==> config.mk <==
export PLATFORM = sky130hd
export DESIGN_NAME = if_stage
export DESIGN_NICKNAME = d
export VERILOG_FILES = /design/src/rtl/mips_pkg.sv /design/src/rtl/if_next_pc.sv /design/src/rtl/if_stage.sv
export SDC_FILE = /design/constraint.sdc
export NUM_CORES = 1
export LEC_CHECK = 0
export CAP_MARGIN = 5
export CORE_MARGIN = 3
export CORE_UTILIZATION = 44
export CTS_CLUSTER_SIZE = 16
export DETAILED_ROUTE_END_ITERATION = 10
export PLACE_DENSITY = 0.88
export SLEW_MARGIN = 20
export SYNTH_ARGS = -nofsm -noshare
export SYNTH_HDL_FRONTEND = slang
export SYNTH_SLANG_ARGS = --single-unit
==> constraint.sdc <==
create_clock -name clk -period 4 [get_ports clk]
set_clock_uncertainty 0.05 [all_clocks]
set_input_delay 0.8 -clock clk [delete_from_list [all_inputs] [get_ports clk]]
set_output_delay 0.8 -clock clk [all_outputs]
set_load 0.01 [all_outputs]
==> src/rtl/mips_pkg.sv <==
// Shared MIPS pipeline definitions.
//   pcsrc_e         : next-PC source select driven by decode
//   MIPS_RESET_PC   : default fetch address after reset
//   MIPS_NOP_INSTR  : bubble instruction word (sll $0,$0,0)
package mips_pkg;

  typedef enum logic [1:0] {
    PCSRC_SEQ = 2'b00,  // PC+4
    PCSRC_BR  = 2'b01,  // branch target from ID
    PCSRC_J   = 2'b10,  // j/jal pseudo-direct
    PCSRC_JR  = 2'b11   // jr/jalr register target
  } pcsrc_e;

  localparam logic [31:0] MIPS_RESET_PC  = 32'h0000_3000;
  localparam logic [31:0] MIPS_NOP_INSTR = 32'h0000_0000;

endpackage

==> src/rtl/if_next_pc.sv <==
// Next-PC selection for the fetch stage (purely combinational).
// Ports:
//   pc_i            current fetch PC
//   pcsrc_i         next-PC source (see mips_pkg::pcsrc_e)
//   br_target_i     branch target word address bits [31:2]
//   jump_index_i    instr_index field of j/jal
//   pc4_id_hi_i     PC_plus4_ID[31:28], region base for j/jal
//   jr_target_i     register target word address bits [31:2]
//   pc_plus4_o      pc_i + 4 (wraps modulo 2^32)
//   next_pc_o       selected next PC, always word aligned
module if_next_pc
  import mips_pkg::*;
(
  input  logic [31:0] pc_i,
  input  logic [1:0]  pcsrc_i,
  input  logic [29:0] br_target_i,
  input  logic [25:0] jump_index_i,
  input  logic [3:0]  pc4_id_hi_i,
  input  logic [29:0] jr_target_i,
  output logic [31:0] pc_plus4_o,
  output logic [31:0] next_pc_o
);

  logic [31:0] seq_pc;

  assign seq_pc     = pc_i + 32'd4;
  assign pc_plus4_o = seq_pc;

  // Low two bits are forced to zero on every path, including PC+4, so a
  // misaligned PC can never persist past one edge.
  always_comb begin
    next_pc_o = {seq_pc[31:2], 2'b00};
    case (pcsrc_e'(pcsrc_i))
      PCSRC_SEQ: next_pc_o = {seq_pc[31:2], 2'b00};
      PCSRC_BR:  next_pc_o = {br_target_i, 2'b00};
      PCSRC_J:   next_pc_o = {pc4_id_hi_i, jump_index_i, 2'b00};
      PCSRC_JR:  next_pc_o = {jr_target_i, 2'b00};
      default:   next_pc_o = {seq_pc[31:2], 2'b00};
    endcase
  end

endmodule

==> src/rtl/if_stage.sv <==
// Instruction-fetch stage: PC register, next-PC selection and IF/ID register.
// Ports:
//   clk, reset          clock, synchronous active-high reset
//   Keep_PC             hold PC (load-use stall)
//   Keep_IF_ID          hold IF/ID register (load-use stall)
//   Flush_IF_ID         replace IF/ID with a bubble (taken redirect in ID)
//   PCSrc               00 PC+4, 01 branch, 10 j/jal, 11 jr/jalr
//   BranchTarget        branch target from ID
//   JumpIndex           instr_index of j/jal in ID
//   JrTarget            forwarded rs for jr/jalr
//   imem_addr/imem_data combinational instruction memory read
//   PC_IF               current fetch PC
//   instr_ID, PC_plus4_ID, valid_ID   IF/ID register outputs
//   stall_cnt, flush_cnt              performance counters (PERF_CNT_EN only)
// Configuration macro: PERF_CNT_EN adds saturating stall/flush counters.
module if_stage
  import mips_pkg::*;
#(
  parameter logic [31:0] RESET_PC  = MIPS_RESET_PC,
  parameter logic [31:0] NOP_INSTR = MIPS_NOP_INSTR,
  parameter int unsigned CNT_W     = 32
) (
  input  logic              clk,
  input  logic              reset,
  input  logic              Keep_PC,
  input  logic              Keep_IF_ID,
  input  logic              Flush_IF_ID,
  input  logic [1:0]        PCSrc,
  input  logic [31:0]       BranchTarget,
  input  logic [25:0]       JumpIndex,
  input  logic [31:0]       JrTarget,
  output logic [31:0]       imem_addr,
  input  logic [31:0]       imem_data,
  output logic [31:0]       PC_IF,
  output logic [31:0]       instr_ID,
  output logic [31:0]       PC_plus4_ID,
  output logic              valid_ID
`ifdef PERF_CNT_EN
  ,
  output logic [CNT_W-1:0]  stall_cnt,
  output logic [CNT_W-1:0]  flush_cnt
`endif
);

  logic [31:0] pc_q;
  logic [31:0] instr_q;
  logic [31:0] pc4_q;
  logic        valid_q;
  logic [31:0] pc_plus4;
  logic [31:0] next_pc;

  if_next_pc u_next_pc (
    .pc_i         (pc_q),
    .pcsrc_i      (PCSrc),
    .br_target_i  (BranchTarget[31:2]),
    .jump_index_i (JumpIndex),
    .pc4_id_hi_i  (pc4_q[31:28]),
    .jr_target_i  (JrTarget[31:2]),
    .pc_plus4_o   (pc_plus4),
    .next_pc_o    (next_pc)
  );

  // PC: reset > hold > next. A redirect seen while held is dropped; decode
  // keeps presenting it because its instruction is held too.
  always_ff @(posedge clk) begin
    if (reset) begin
      pc_q <= RESET_PC;
    end else if (!Keep_PC) begin
      pc_q <= next_pc;
    end
  end

  // IF/ID: reset > hold > flush > load. Hold beats flush so a stalled
  // branch cannot kill its successor before the branch itself advances.
  always_ff @(posedge clk) begin
    if (reset) begin
      instr_q <= NOP_INSTR;
      pc4_q   <= '0;
      valid_q <= 1'b0;
    end else if (!Keep_IF_ID) begin
      if (Flush_IF_ID) begin
        instr_q <= NOP_INSTR;
        pc4_q   <= '0;
        valid_q <= 1'b0;
      end else begin
        instr_q <= imem_data;
        pc4_q   <= pc_plus4;
        valid_q <= 1'b1;
      end
    end
  end

  assign imem_addr   = pc_q;
  assign PC_IF       = pc_q;
  assign instr_ID    = instr_q;
  assign PC_plus4_ID = pc4_q;
  assign valid_ID    = valid_q;

`ifdef PERF_CNT_EN
  logic [CNT_W-1:0] stall_cnt_q;
  logic [CNT_W-1:0] flush_cnt_q;

  always_ff @(posedge clk) begin
    if (reset) begin
      stall_cnt_q <= '0;
      flush_cnt_q <= '0;
    end else begin
      if (Keep_PC && (stall_cnt_q != '1)) begin
        stall_cnt_q <= stall_cnt_q + 1'b1;
      end
      if (Flush_IF_ID && !Keep_IF_ID && (flush_cnt_q != '1)) begin
        flush_cnt_q <= flush_cnt_q + 1'b1;
      end
    end
  end

  assign stall_cnt = stall_cnt_q;
  assign flush_cnt = flush_cnt_q;
`else
  // CNT_W only sizes the counters; kept so the parameter list is identical
  // in both builds.
  if (CNT_W == 0) begin : g_no_counters
  end
`endif

endmodule
# Word level (Yosys, flattened, before mapping)
# Index checks and enable logic that the tools add are counted.
dict set report classes {
  addsub 1
  mul 0
  n_div 0
  magnitude_cmp 0
  eq_ne 3
  shifts 0
  muxes 4
  n_bitwise 0
  reduce_logical 1
}
# op count
set ops {}
lappend ops {{$pmux 32 s4} 1}
lappend ops {{$mux 32} 2}
lappend ops {{$add 32x3->32 const B} 1}
lappend ops {{$eq 2x2->1 const B} 2}
lappend ops {{$eq 2x1->1 const B} 1}
lappend ops {{$logic_not 2->1} 1}
lappend ops {{$mux 1} 1}
dict set report word_totals {
  regBits 97
  latch_bits 0
  mem_bits_rw 0
  romBits 0
  inputBits 129
  memories 0
}

# Logic depth before layout (Yosys ltp)
dict set report logic_depth {
  depth_word 2
  depth_mapped 8
}

# Hierarchy
# A second synthesis with hierarchy kept.
dict set report hier_totals {
  hier_cells 563
  area_unflattened_um2 5805.6
}
# module instances cells_per_inst area_each_um2
set by_module_without_submodules {}
lappend by_module_without_submodules {if_stage 1 423 4349.2}
lappend by_module_without_submodules {if_next_pc 1 140 1456.4}

# Worst setup path before layout
# Ideal clock, no wire load.
dict set report synth_path {
  kind {in2reg}
  from {input PCSrc[0]}
  to {register pc_q[14] (netlist: PC_IF[14])}
  setup_ps 136
  arrival_time_ps 1905
  required_time_ps 3814
  path_slack_ps 1909
  cell_stages 6
  n_path_buf 1
  path_cell_list {buf_2 mux2_2 a221oi_1 o21ai_0 a21oi_1 a211oi_1}
}
dict set report synth_via {
  elab_chain_len 2
  elab_cells_between_ends 5
}
# item line
set synth_lines {}
lappend synth_lines {{from (decl)} if_stage.sv:28} ;# input logic [1:0] PCSrc,
lappend synth_lines {{$eq 2x2->1, or another cell as far along} if_next_pc.sv:33} ;# case (pcsrc_e'(pcsrc_i))
lappend synth_lines {{$pmux 32 s4 *} if_next_pc.sv:33}
lappend synth_lines {{to (signal assigned)} if_stage.sv:69} ;# pc_q <= next_pc;
lappend synth_lines {{to (decl)} if_stage.sv:45} ;# logic [31:0] pc_q;
# Mark *: on every way between the ends. The rest lies on a longest branch, timed or not. The select of a mux whose other input is x is not followed.
# A chain may end at the register's enable or synchronous reset.

# Worst setup path in the final report
dict set report layout_path {
  from {input PCSrc[1]}
  to {register pc_q[14] (netlist: PC_IF[14])}
}
# Same word-level chain as after synthesis.

==> results.tsv <==
metric	value	unit
setup_violations	0	
die_y	113	µm
fmax	346	MHz
final_common_cell	clkdlybuf4s50_1	
num_antenna_cells	0	
multi_input_area	2650	µm²
p_int	1.74	mW
syn_inst	581	
period_share	72.3	%
yosysTopAreaCell	dfxtp_1	
synth_cell_types	52	
clock_tree.root_cell	clkbuf_16	
regArea	1860	µm²
dr.pass1.iters	5	
cts_tree	done	
wire_per_inst	18.6	µm
synth_top_area_share	37.1	%
core_area	11000	µm²
grt_start_max_net_pins	60	
regToRegSetupSlack	1150	ps
ctsHoldBuffers	0	
endpoint_kind	flop	
routed_via_density	5.76	
ys_seq_elements	93	
io_buffers	247	
drtIter0Drc	419	
cts_sinks	93	
slew_headroom	35.1	%
maxSlewViolCount	0	
worst_pin_slew	970	ps
synth_top_flop_cell	dfxtp_1	
swShare	27.1	%
cp_num_buf_inv	2	
ioPinCount	258	
floorplan.die_area	12700	µm²
synthToLayoutAreaGrowth	50.6	%
async_flop_share	0	%
n_fill_cell	869	
hold_class	flop to flop	
p_switching	0.645	mW
drive_above_1_share	7.91	%
maxCapViolCount	0	
final_util	68.9	%
yosysSeqAreaShare	37.1	%
nNetsFinal	896	
gr-usage-all-layers	25.7	%
p_per_area	315	nW/µm²
layout.cells.non_filler	911	
setup_slack	1110	ps
required	4140	ps
fp-row-count	38	
synth-edff-count	0	
worstSetupPathType	primary input to flop	
pwr-share-clk	34.5	%
tns	0	ps
clk_pin_slew	70	ps
critPathSlowestCell	clkdlybuf4s50_1	
p_total	2.38	mW
dpl.cell_count	895	
drc	0	
final_area	7560	µm²
grt_pass1_wl	26400	µm
path_delay_family	buffers and inverters	
fin_crit	2890	ps
dpl.hpwl	12500	µm
syn_area_per_cell	8.65	µm²
worst_hold_slack	402	ps
drt-total-wl	17000	µm
dpl_cell_area	7280	µm²
clockBufferDepth	2	
numCtsBuffers	9	
crit_fanout	13	
antenna_found_initial	0	
yosysWarnings	0	
ctsHtreeMaxLevel	3	
status	finished, final reports clean	
rsz0062_at_grt	no	
crit_arrival	3030	ps
cts_resized	0	
dieWidth	113	µm
final_cell_mix	243 x clkdlybuf4s50_1, 93 x dfxtp_1, 58 x nor2_1	
p_leak	2.80	nW
startpoint_type	primary input	
postCtsSetupBuffers	0	
slowest_delay	850	ps
first_global_vias	5214	
hold_viol_final	0	
clkLatencyLatePin	340	ps
grt-ovfl-total	0	
vdd_drop_max	0.000187	V
crit_chain	clkdlybuf4s50_1 > nor2b_1 > buf_4 > a221oi_1 > o21ai_0 > a21oi_1 > a211oi_1	
ant_nets	0	
p_comb_share	22.2	%
gp_congestion	0.849	
vias	5244	
syn-cell-area	5020	µm²
start_util	45.7	%
p_seq_share	43.3	%
yosys-top-cells-area	dfxtp_1 37%, buf_4 5.8%, a22oi_1 5.4%	
dp_slack	730	ps
-- kinds of logic after synthesis --
group | synth area share [%]
other | 0.0746
buffers and inverters | 10.7
xor gates and xnor gates | 4.88
muxes | 7.05
adders and majority gates | 0.249
and+or+nand+nor | 14.7
AOI/OAI and AO/OA | 25.3
DFF | 37.1
-- synth_stat cells, types with 2 or more instances --
cell type  instances
nand3_1           18
xnor2_1           25
buf_4             39
mux4_2             3
a31oi_1            2
a211oi_1          11
a21oi_1           39
xor2_1             3
mux2_2            13
nor3b_1            3
a21o_1             3
a22o_1            21
o31ai_1            2
nand2b_1           2
nor4_1             3
nand4_1            9
and4_1             3
mux2i_1           14
a41oi_1            5
a22oi_1           36
buf_2             11
inv_1             12
dfxtp_1           93
o21bai_1           2
and3_1             7
o221a_2            7
nand2_1           28
clkbuf_1          32
buf_1              5
o211a_1            7
and2_1             2
nor2_1            59
a221o_1            2
nor2b_1            3
nor3_1             8
o21a_1             2
o21ai_0           19
o41ai_1            2
nor3_2             2
a221oi_1          12
-- layout make-up --
cell class / instances / area share [%]
multi-input combinational: 393 / 35.1
timing repair buffer: 257 / 33.6
sequential: 93 / 24.6
clock buffer: 11 / 3.34
tap: 140 / 2.32
inverter: 12 / 0.596
clock inverter: 5 / 0.463
-- final timing paths --
path,start,end,cells past startpoint
min,PC_plus4_ID[13]$_SDFFE_PP0N_,PC_plus4_ID[13]$_SDFFE_PP0N_,2
max,PCSrc[1],PC_IF[14]$_SDFFE_PP0N_,7
min reg2reg,PC_plus4_ID[13]$_SDFFE_PP0N_,PC_plus4_ID[13]$_SDFFE_PP0N_,2
max reg2reg,PC_IF[2]$_SDFFE_PP0N_,PC_IF[30]$_SDFFE_PP0N_,6
-- per-layer routing --
layer / share of wire, % / GRT usage [%]
met5: 0 / 0
met4: 3.5 / 12.3
met1: 39 / 30.1
met2: 50 / 44.8
met3: 7.7 / 5.45
-- tightest hold or removal path, stage by stage (launching register included) --
cell and delay [ps]:
dfxtp_1 320, nand2_1 50, o41ai_1 50
-- state kept, by name (all words and copies together), names as in the netlist --
register     count
valid_ID         1
instr_ID        32
PC_plus4_ID     30
PC_IF           30
-- power by group through the flow --
stage	Clock [mW]	Sequential, mW	Combinational [mW]
2_1_floorplan	0	1.05	0.249
3_3_place_gp	0	1.05	0.516
3_5_place_dp	0	1.05	0.528
4_1_cts	0.826	1.03	0.531
5_1_grt	0.863	1.04	0.568
6_report	0.822	1.03	0.529
(Power assumes the default switching activity.)
